--- config.mk ---
export PLATFORM = sky130hd
export DESIGN_NAME = fpu_ss_core_arbiter_flat
export DESIGN_NICKNAME = d
export VERILOG_FILES = /design/src/rtl/fpu_ss_core_arbiter_if.sv /design/src/rtl/fpu_ss_core_arbiter.sv /design/src/flat_wrapper.sv
export SDC_FILE = /design/constraint.sdc
export NUM_CORES = 1
export LEC_CHECK = 0
export ABC_CLOCK_PERIOD_IN_PS = 4500
export CAP_MARGIN = 10
export CORE_ASPECT_RATIO = 1.5
export CORE_MARGIN = 2
export CORE_UTILIZATION = 46
export CTS_BUF_LIST = sky130_fd_sc_hd__clkbuf_8 sky130_fd_sc_hd__clkbuf_16
export DETAILED_ROUTE_END_ITERATION = 8
export PLACE_DENSITY = 0.87
export SLEW_MARGIN = 20
export SYNTH_ARGS = -nofsm -noshare
export SYNTH_HDL_FRONTEND = slang
export SYNTH_SLANG_ARGS = --single-unit
export TNS_END_PERCENT = 50
--- constraint.sdc ---
create_clock -name clk_i -period 4.5 [get_ports clk_i]
set_clock_uncertainty 0.15 [all_clocks]
set_input_delay 0.9 -clock clk_i [delete_from_list [all_inputs] [get_ports clk_i]]
set_output_delay 0.9 -clock clk_i [all_outputs]
set_load 0.02 [all_outputs]
--- src/rtl/fpu_ss_core_arbiter_if.sv ---
// Bundle of the per-core issue/result handshakes and the shared FPU subsystem port.
// slave is the arbiter's view; master is the cores/subsystem side.
interface fpu_ss_core_arbiter_if #(
   parameter int NB_CORES = 8
);
   logic [NB_CORES-1:0] core_issue_valid_i;
   logic [NB_CORES-1:0] core_issue_ready_o;
   logic                ss_issue_valid_o;
   logic                ss_issue_ready_i;
   logic [31:0]         core_id_o;
   logic                ss_result_valid_i;
   logic [31:0]         ss_result_core_id_i;
   logic                ss_result_ready_o;
   logic [NB_CORES-1:0] core_result_valid_o;
   logic [NB_CORES-1:0] core_result_ready_i;
   logic                busy_o;
   logic                err_o;

   modport slave (
      input  core_issue_valid_i, ss_issue_ready_i, ss_result_valid_i,
             ss_result_core_id_i, core_result_ready_i,
      output core_issue_ready_o, ss_issue_valid_o, core_id_o,
             ss_result_ready_o, core_result_valid_o, busy_o, err_o
   );

   modport master (
      output core_issue_valid_i, ss_issue_ready_i, ss_result_valid_i,
             ss_result_core_id_i, core_result_ready_i,
      input  core_issue_ready_o, ss_issue_valid_o, core_id_o,
             ss_result_ready_o, core_result_valid_o, busy_o, err_o
   );
endinterface

--- src/rtl/fpu_ss_core_arbiter.sv ---
// Round-robin sharing of one FPU subsystem between NB_CORES cores, with result
// demux by core ID and per-core outstanding-instruction throttling.
module fpu_ss_core_arbiter #(
   parameter int NB_CORES        = 8,
   parameter int MAX_OUTSTANDING = 4
) (
   input  logic                 clk_i,
   input  logic                 rst_ni,
   fpu_ss_core_arbiter_if.slave bus
);
   localparam int IW = $clog2(NB_CORES);
   localparam int CW = $clog2(MAX_OUTSTANDING + 1);
   localparam int unsigned NB = NB_CORES;
   localparam logic [CW-1:0] CNT_MAX = CW'(MAX_OUTSTANDING);
   localparam logic [IW-1:0] LAST_ID = IW'(NB_CORES - 1);

   typedef enum logic {IDLE, LOCKED} state_e;

   state_e          state;
   logic [IW-1:0]   rr_ptr;
   logic [IW-1:0]   lock_id;
   logic [CW-1:0]   cnt [NB_CORES];
   logic            err;

   logic [NB_CORES-1:0] elig;
   logic [NB_CORES-1:0] nonzero;
   logic [NB_CORES-1:0] cnt_inc;
   logic [NB_CORES-1:0] cnt_dec;
   logic [IW-1:0]       gnt;
   logic [IW-1:0]       winner;
   logic [IW-1:0]       rid;
   logic                issue_valid;
   logic                issue_hs;
   logic                rid_legal;
   logic                result_ready;
   logic                result_hs;
   logic                err_set;

   always_comb begin
      for (int unsigned i = 0; i < NB; i++) begin
         elig[i]    = bus.core_issue_valid_i[i] && (cnt[i] != CNT_MAX);
         nonzero[i] = (cnt[i] != '0);
      end
   end

   // First eligible core at or above rr_ptr, wrapping around.
   always_comb begin
      int unsigned   idx;
      logic [IW-1:0] idx_w;
      logic          found;
      gnt   = '0;
      found = 1'b0;
      idx   = 0;
      idx_w = '0;
      for (int unsigned off = 0; off < NB; off++) begin
         idx   = (32'(rr_ptr) + off) % NB;
         idx_w = IW'(idx);
         if (!found && elig[idx_w]) begin
            gnt   = idx_w;
            found = 1'b1;
         end
      end
   end

   always_comb begin
      winner      = (state == LOCKED) ? lock_id : gnt;
      issue_valid = (state == LOCKED) || (|elig);
      issue_hs    = issue_valid && bus.ss_issue_ready_i;

      bus.ss_issue_valid_o   = issue_valid;
      bus.core_id_o          = 32'(winner);
      bus.core_issue_ready_o = '0;
      if (issue_valid) bus.core_issue_ready_o[winner] = bus.ss_issue_ready_i;
   end

   // Illegal result IDs are always accepted and dropped.
   always_comb begin
      rid_legal    = bus.ss_result_core_id_i < 32'(NB_CORES);
      rid          = bus.ss_result_core_id_i[IW-1:0];
      result_ready = 1'b1;
      bus.core_result_valid_o = '0;
      if (rid_legal) begin
         bus.core_result_valid_o[rid] = bus.ss_result_valid_i;
         result_ready = bus.core_result_ready_i[rid];
      end
      result_hs = bus.ss_result_valid_i && result_ready && rid_legal;
      bus.ss_result_ready_o = result_ready;
   end

   always_comb begin
      err_set = bus.ss_result_valid_i && !rid_legal;
      for (int unsigned i = 0; i < NB; i++) begin
         cnt_inc[i] = issue_hs && (winner == IW'(i));
         cnt_dec[i] = result_hs && (rid == IW'(i));
         if (cnt_dec[i] && (cnt[i] == '0)) err_set = 1'b1;
      end
   end

   always_ff @(posedge clk_i or negedge rst_ni) begin
      if (!rst_ni) begin
         state   <= IDLE;
         rr_ptr  <= '0;
         lock_id <= '0;
         err     <= 1'b0;
         for (int unsigned i = 0; i < NB; i++) cnt[i] <= '0;
      end else begin
         case (state)
            IDLE: begin
               if (issue_valid && !bus.ss_issue_ready_i) begin
                  state   <= LOCKED;
                  lock_id <= gnt;
               end
            end
            LOCKED: begin
               if (bus.ss_issue_ready_i) state <= IDLE;
            end
            default: state <= IDLE;
         endcase

         if (issue_hs) rr_ptr <= (winner == LAST_ID) ? '0 : winner + 1'b1;
         if (err_set) err <= 1'b1;

         // Simultaneous issue and result on one core cancel out.
         for (int unsigned i = 0; i < NB; i++) begin
            if (cnt_inc[i] && !cnt_dec[i]) begin
               cnt[i] <= cnt[i] + 1'b1;
            end else if (cnt_dec[i] && !cnt_inc[i] && (cnt[i] != '0)) begin
               cnt[i] <= cnt[i] - 1'b1;
            end
         end
      end
   end

   assign bus.busy_o = |nonzero;
   assign bus.err_o  = err;
endmodule

--- src/flat_wrapper.sv ---
// flat-port wrapper written by rule: the top's interface ports become plain ports
module fpu_ss_core_arbiter_flat 
#(
   parameter int NB_CORES        = 8,
   parameter int MAX_OUTSTANDING = 4
)
  (clk_i, rst_ni, bus_core_issue_valid_i, bus_ss_issue_ready_i, bus_ss_result_valid_i, bus_ss_result_core_id_i, bus_core_result_ready_i, bus_core_issue_ready_o, bus_ss_issue_valid_o, bus_core_id_o, bus_ss_result_ready_o, bus_core_result_valid_o, bus_busy_o, bus_err_o);
  fpu_ss_core_arbiter_if #(.NB_CORES(NB_CORES)) bus_i ();
  input  logic clk_i;
  input  logic rst_ni;
  input wire logic [$bits(bus_i.core_issue_valid_i)-1:0] bus_core_issue_valid_i;
  input wire logic [$bits(bus_i.ss_issue_ready_i)-1:0] bus_ss_issue_ready_i;
  input wire logic [$bits(bus_i.ss_result_valid_i)-1:0] bus_ss_result_valid_i;
  input wire logic [$bits(bus_i.ss_result_core_id_i)-1:0] bus_ss_result_core_id_i;
  input wire logic [$bits(bus_i.core_result_ready_i)-1:0] bus_core_result_ready_i;
  output wire logic [$bits(bus_i.core_issue_ready_o)-1:0] bus_core_issue_ready_o;
  output wire logic [$bits(bus_i.ss_issue_valid_o)-1:0] bus_ss_issue_valid_o;
  output wire logic [$bits(bus_i.core_id_o)-1:0] bus_core_id_o;
  output wire logic [$bits(bus_i.ss_result_ready_o)-1:0] bus_ss_result_ready_o;
  output wire logic [$bits(bus_i.core_result_valid_o)-1:0] bus_core_result_valid_o;
  output wire logic [$bits(bus_i.busy_o)-1:0] bus_busy_o;
  output wire logic [$bits(bus_i.err_o)-1:0] bus_err_o;
  assign bus_i.core_issue_valid_i = bus_core_issue_valid_i;
  assign bus_i.ss_issue_ready_i = bus_ss_issue_ready_i;
  assign bus_i.ss_result_valid_i = bus_ss_result_valid_i;
  assign bus_i.ss_result_core_id_i = bus_ss_result_core_id_i;
  assign bus_i.core_result_ready_i = bus_core_result_ready_i;
  assign bus_core_issue_ready_o = bus_i.core_issue_ready_o;
  assign bus_ss_issue_valid_o = bus_i.ss_issue_valid_o;
  assign bus_core_id_o = bus_i.core_id_o;
  assign bus_ss_result_ready_o = bus_i.ss_result_ready_o;
  assign bus_core_result_valid_o = bus_i.core_result_valid_o;
  assign bus_busy_o = bus_i.busy_o;
  assign bus_err_o = bus_i.err_o;
  fpu_ss_core_arbiter #(.NB_CORES(NB_CORES), .MAX_OUTSTANDING(MAX_OUTSTANDING)) u_core (.clk_i(clk_i), .rst_ni(rst_ni), .bus(bus_i));
endmodule
# After elaboration in Yosys (flattened, before gate mapping)
# Index checks and enable logic that the tools add are counted.
[totals]
input_bits = 52
regBits = 32
output_inout_bits = 52
[classes]
n_mux = 69
n_eq_ne = 22
magnitude_cmp = 13
add_sub_neg = 24
reduce_logical = 125
bitwise = 3
[ops]
columns = ["operator", "n"]
rows = [
  ["3-bit two-way mux", 26],
  ["1-bit logical AND", 70],
  ["3-bit by 4-bit < comparator with 1-bit output, second input constant", 10],
  ["32-bit by 4-bit < comparator with 1-bit output, second input constant", 1],
  ["3-bit by 1-bit adder with 3-bit output, second input constant", 10],
  ["3-bit zero test", 10],
  ["1-bit two-way mux", 29],
  ["1-bit binary-select mux with 3-bit select", 9],
  ["1-bit zero test", 25],
  ["3-bit equality test, second input constant", 8],
  ["3-bit != test, second input constant", 8],
  ["3-bit nonzero test", 8],
  ["3-bit by 1-bit subtractor with 3-bit output, second input constant", 8],
  ["8-bit bitwise AND", 2],
  ["8-bit two-way mux", 2],
  ["2-bit nonzero test", 8],
  ["8-bit OR reduction", 2],
  ["3-bit adder, second input constant", 4],
  ["3-bit by 2-bit equality test with 1-bit output, second input constant", 4],
  ["3-bit by 2-bit adder with 3-bit output, second input constant", 2],
  ["1-bit demux with 3-bit select", 2],
  ["3-bit by 1-bit equality test with 1-bit output, second input constant", 2],
  ["3-bit by 1-bit greater-or-equal comparator with 1-bit output, second input constant", 2],
  ["1-bit one-hot mux with 2 select lines", 1],
  ["other kinds (3)", 3],
]

# Logic depth before layout (Yosys ltp)
[depth]
word_depth = 34
depth_mapped = 22
mapped_depth_nobuf = 19

# Worst setup path after synthesis
# No wires, ideal clock.
[synth_timing]
kind = "register to register"
from = "register u_core.rr_ptr[0]"
to = "register u_core.cnt[17] in the netlist's numbering"
path_slack_ns = -0.703
stages_incl_launch_ff = 20
arrival_time_ns = 4.967
setup_ns = 0.087
n_path_buf = 3
path_cell_list = "dfrtp_1 -> inv_2 -> buf_1 -> ha_1 -> buf_2 -> o32ai_1 -> mux2i_1 -> mux2i_1 -> a2111oi_0 -> o21ai_0 -> a32oi_1 -> o31ai_1 -> ha_1 -> nand2_1 -> or3_1 -> buf_2 -> fa_1 -> nor3_1 -> mux2i_1 -> o211ai_1"
[synth_between]
elab_chain_len = 31
[synth_lines]
columns = ["element", "line", "rtl"]
rows = [
  ["from (decl)", "fpu_ss_core_arbiter.sv:20", "logic [IW-1:0] rr_ptr;"],
  ["from (signal assigned)", "fpu_ss_core_arbiter.sv:120", "if (issue_hs) rr_ptr <= (winner == LAST_ID) ? '0 : winner + 1'b1;"],
  ["parallel branches: the longest is 23 deep, another holds 3-bit by 1-bit adder with 3-bit output", "n/a", ""],
  ["3-bit two-way mux (*)", "fpu_ss_core_arbiter.sv:58", "if (!found && elig[idx_w]) begin"],
  ["3-bit two-way mux (*)", "fpu_ss_core_arbiter.sv:66", "winner = (state == LOCKED) ? lock_id : gnt;"],
  ["net bus_core_id_o[1]", "flat_wrapper.sv:18", "output wire logic [$bits(bus_i.core_id_o)-1:0] bus_core_id_o;"],
  ["3-bit by 2-bit equality test with 1-bit output (*)", "fpu_ss_core_arbiter.sv:93", "cnt_inc[i] = issue_hs && (winner == IW'(i));"],
  ["1-bit logical AND (*)", "fpu_ss_core_arbiter.sv:93", ""],
  ["1-bit zero test", "fpu_ss_core_arbiter.sv:127", "end else if (cnt_dec[i] && !cnt_inc[i] && (cnt[i] != '0)) begin"],
  ["1-bit logical AND (2 in series)", "fpu_ss_core_arbiter.sv:127", ""],
  ["2-bit nonzero test (no source line)", "n/a", ""],
  ["to (signal, indexed assignment)", "fpu_ss_core_arbiter.sv:126", "cnt[i] <= cnt[i] + 1'b1;"],
  ["to (signal, indexed assignment)", "fpu_ss_core_arbiter.sv:128", "cnt[i] <= cnt[i] - 1'b1;"],
  ["to (decl)", "fpu_ss_core_arbiter.sv:22", "logic [CW-1:0] cnt [NB_CORES];"],
]
# Mark *: on every way through the listed nets, which the timed path passes. The select of a mux whose other input is x is not followed.
# A chain may end at the register's enable or synchronous reset.

# Final worst setup path
[layout_timing]
from = "input bus_core_issue_valid_i[6]"
to = "register u_core.cnt[10] in the netlist's numbering"
[layout_between]
elab_chain_len = 32
[layout_lines]
columns = ["element", "line", "rtl"]
rows = [
  ["from (decl)", "flat_wrapper.sv:11", "input wire logic [$bits(bus_i.core_issue_valid_i)-1:0] bus_core_issue_valid_i;"],
  ["1-bit logical AND (*)", "fpu_ss_core_arbiter.sv:41", "elig[i] = bus.core_issue_valid_i[i] && (cnt[i] != CNT_MAX);"],
  ["1-bit binary-select mux with 3-bit select", "fpu_ss_core_arbiter.sv:58", ""],
  ["1-bit two-way mux (not written as such)", "fpu_ss_core_arbiter.sv:58", ""],
  ["1-bit two-way mux", "fpu_ss_core_arbiter.sv:58", ""],
  ["1-bit zero test", "fpu_ss_core_arbiter.sv:58", ""],
  ["1-bit logical AND", "fpu_ss_core_arbiter.sv:58", ""],
  ["1-bit two-way mux", "fpu_ss_core_arbiter.sv:58", ""],
  ["1-bit zero test", "fpu_ss_core_arbiter.sv:58", ""],
  ["[15 not listed]", "n/a", ""],
  ["1-bit logical AND", "fpu_ss_core_arbiter.sv:58", ""],
  ["3-bit two-way mux", "fpu_ss_core_arbiter.sv:58", ""],
  ["3-bit two-way mux", "fpu_ss_core_arbiter.sv:66", ""],
  ["3-bit equality test", "fpu_ss_core_arbiter.sv:93", ""],
  ["1-bit logical AND (*)", "fpu_ss_core_arbiter.sv:93", ""],
  ["1-bit zero test", "fpu_ss_core_arbiter.sv:127", ""],
  ["1-bit logical AND (2 in series)", "fpu_ss_core_arbiter.sv:127", ""],
  ["2-bit nonzero test (no source line)", "n/a", ""],
]
# Every way passes the cells marked *; elsewhere a longest branch is shown, timed or not. The select of a mux whose other input is x is not followed.

==> out/qor.csv <==
metric,value,unit
p_leak,0.00246,µW
fin_util,0.699,
slew_viol_final,0,
start_util,0.471,
cp_top_family,compound AO/OA/AOI/OAI gates,
ios,104,
rsz0062_at_grt,yes,
io_buffers,74,
synth_cell_types,77,
rr_startpoint,u_core.rr_ptr[1],
place_hpwl,10.0,mm
h-tree-depth,2,
grtUsageTotal,0.281,
dp_cells,728,
grt_pass1_vias,4435,
fmax,222,MHz
vias,4454,
path_buf_inv,4,
min_from,u_core.lock_id[0],
grt_max_degree,33,
vdd_drop_max,0.000706,V
max_cap_viol_count,0,
worstMarginPinSlew,0.537,ns
drtIter0Drc,235,
finalCritPeriodShare,1.00,
cp.arrival,4.59,ns
worstSetupPathType,primary input to register,
period_needed,4.51,ns
first_pass_iters,5,
yosysWarnings,0,
hold_violations,0,
antenna_found_initial,0,
worst-path-stages,19,
grt_pass1_wl,20.8,mm
num_antenna_cells,0,
hold_depth,2,
synth_seq_cells,32,
holdWs,0.337,ns
power,5340,µW
clkLatencyLatePin,0.29,ns
die_h,118,µm
synth-edff-count,0,
slew_headroom,0.639,
clockRootBuffer,clkbuf_16,
cp_max_fo,4,
worst_slack,-0.0106,ns
cts_tree,built,
cts_buffers,5,
slowest_delay,0.53,ns
synth_common_cells,"52 x nor2_1, 50 x nand2_1, 32 x dfrtp_1",
stdcell_count,751,
synth_top_area_frac,0.202,
area_growth_syn_to_layout,48.5,%
route.detailed.drc,0,
worstSetupStartpointType,primary input,
path_cells,clkdlybuf4s15_2 -> inv_2 -> o32ai_4 -> mux4_2 -> or2_4 -> a2111oi_4 -> o21ai_2 -> a32oi_2 -> o31ai_4 -> buf_6 -> inv_4 -> ha_4 -> nand2_4 -> nor2_4 -> nand2_2 -> fa_1 -> or3b_4 -> a21oi_2 -> a21o_1,
synthTopCellsByArea,"dfrtp_1 20%, buf_4 5.5%, mux4_2 5.1%",
design.core.area,8410,µm²
antenna_left,0,
r2r_slack,0.01,ns
postSynthAreaPerCell,8.41,µm²
row_count,41,
die-area,9390,µm²
fin_nets,711,
rr_worst_depth,21,
power.density,908,nW/µm²
critPathSlowestCell,mux4_2,
netlist_area,3960,µm²
required,4.58,ns
clock_sinks,32,
hold_class,register to register,
wl_per_cell,17.8,µm
die_w,79.8,µm
yosysMostFrequentCell,nor2_1,
seq_area_frac_synth,0.202,
routed_wl,13.4,mm
viasPerCell,5.93,
status,finished with violations,
synthFlopType,dfrtp_1,
violations,setup timing,
grt_overflow,0,
synth_cells,471,
cts.clk_slew.worst_paths,0.06,ns
worstSetupEndpointType,register,
crit_start,bus_core_issue_valid_i[6],
gp_congestion,0.916,
yosys.area.top_type,dfrtp_1,
finalSetupViolCount,2,
drive_gt1_frac,0.359,
postSynth.asyncResetShare,1.00,
clockBufferDepth,2,
==> state kept, by name, summed over array words and instances, names as in the netlist <==
register,count
u_core.rr_ptr,3
u_core.state,1
u_core.bus.err_o,1
u_core.lock_id,3
u_core.cnt,24
==> routing by layer <==
layer / vias to the layer above / global-route usage / wire [µm]
met3: 57 / 0.0399 / 754
met1: 2140 / 0.297 / 4730
li1: 2023 / - / -
met5: - / 0 / 0
met2: 234 / 0.499 / 7050
met4: 0 / 0.194 / 855
==> metrics by stage <==
| step | setup slack (ns) | cell area (µm²) | TNS, ns |
|---|---|---|---|
| 2_1_floorplan | -0.0406 | 4150 | -0.0406 |
| 3_3_place_gp | -0.712 | 5420 | -16.56 |
| 3_5_place_dp | -0.747 | 5420 | -18.84 |
| 4_1_cts | 0.00106 | 5690 | 0 |
| 5_1_grt | -0.209 | 5880 | -1.77 |
| 6_report | -0.0106 | 5880 | -0.0153 |
==> cells by family (layout without fill, tap and decap cells) <==
family / after synthesis / count (layout) / synth area share
other: 1 / 29 / 0.000947
flip-flops: 32 / 32 / 0.202
AND/OR/NAND/NOR: 206 / 206 / 0.283
XOR/XNOR: 13 / 13 / 0.0306
adder cells (fa/ha/maj): 16 / 16 / 0.0657
multiplexers: 32 / 32 / 0.112
AO/OA/AOI/OAI: 108 / 108 / 0.212
buffers and inverters: 63 / 208 / 0.0944
==> worst paths after layout <==
kind	to
max	u_core.cnt[10]
min	u_core.lock_id[0]
max reg2reg	u_core.cnt[10]
min reg2reg	u_core.lock_id[0]
max in group asynchronous	u_core.state
min in group asynchronous	u_core.cnt[23]
==> report_power, final <==
group          leakage (µW)  total, µW  switching (µW)  internal [µW]
combinational       0.00199       4400            2260           2140
clock             0.0000798        400             140            260
sequential         0.000387        536             113            423
total               0.00246       5340            2510           2830
==> cells in the final DEF (no fill, tap or decap), types with 6 or more instances in the layout <==
cell type	count
a21oi_1	10
buf_2	7
buf_4	106
buf_6	6
clkdlybuf4s50_1	55
conb_1	29
dfrtp_1	32
inv_1	8
mux2_2	8
mux2i_1	15
mux4_2	9
nand2_1	44
nand2b_1	16
nand3_1	6
nand4_1	8
nor2_1	46
nor2b_1	6
nor3_1	17
nor3b_4	9
nor4_1	6
o21ai_0	9
o21ai_1	6
o32a_1	7
o32ai_1	6
o32ai_2	6
xnor2_1	7
==> worst reg2reg max path: cells and delay by family, from the launching register on <==
kind | cells | cell delay [ns]
adders and majority gates | 3 | 0.86
AOI/OAI and AO/OA | 7 | 1.09
DFF | 1 | 0.39
and+or+nand+nor | 6 | 0.98
muxes | 1 | 0.51
buffers and inverters | 4 | 0.46
==> cell type report <==
type	count	area, µm²
multi-input combinational	404	3170
sequential	32	801
clock inverter	3	42.5
timing repair buffer	182	1530
fill	617	2530
inverter	18	80.1
clock buffer	5	125
tap	107	134
==> timing repair <==
action                     in CTS  in global routing
pin swaps                      20                 24
resized for setup              82                 54
setup buffers                   4                 12
setup endpoints to repair      30                 27
hold buffers                    0                  0
Note: power is estimated with default switching activity, not from simulation.
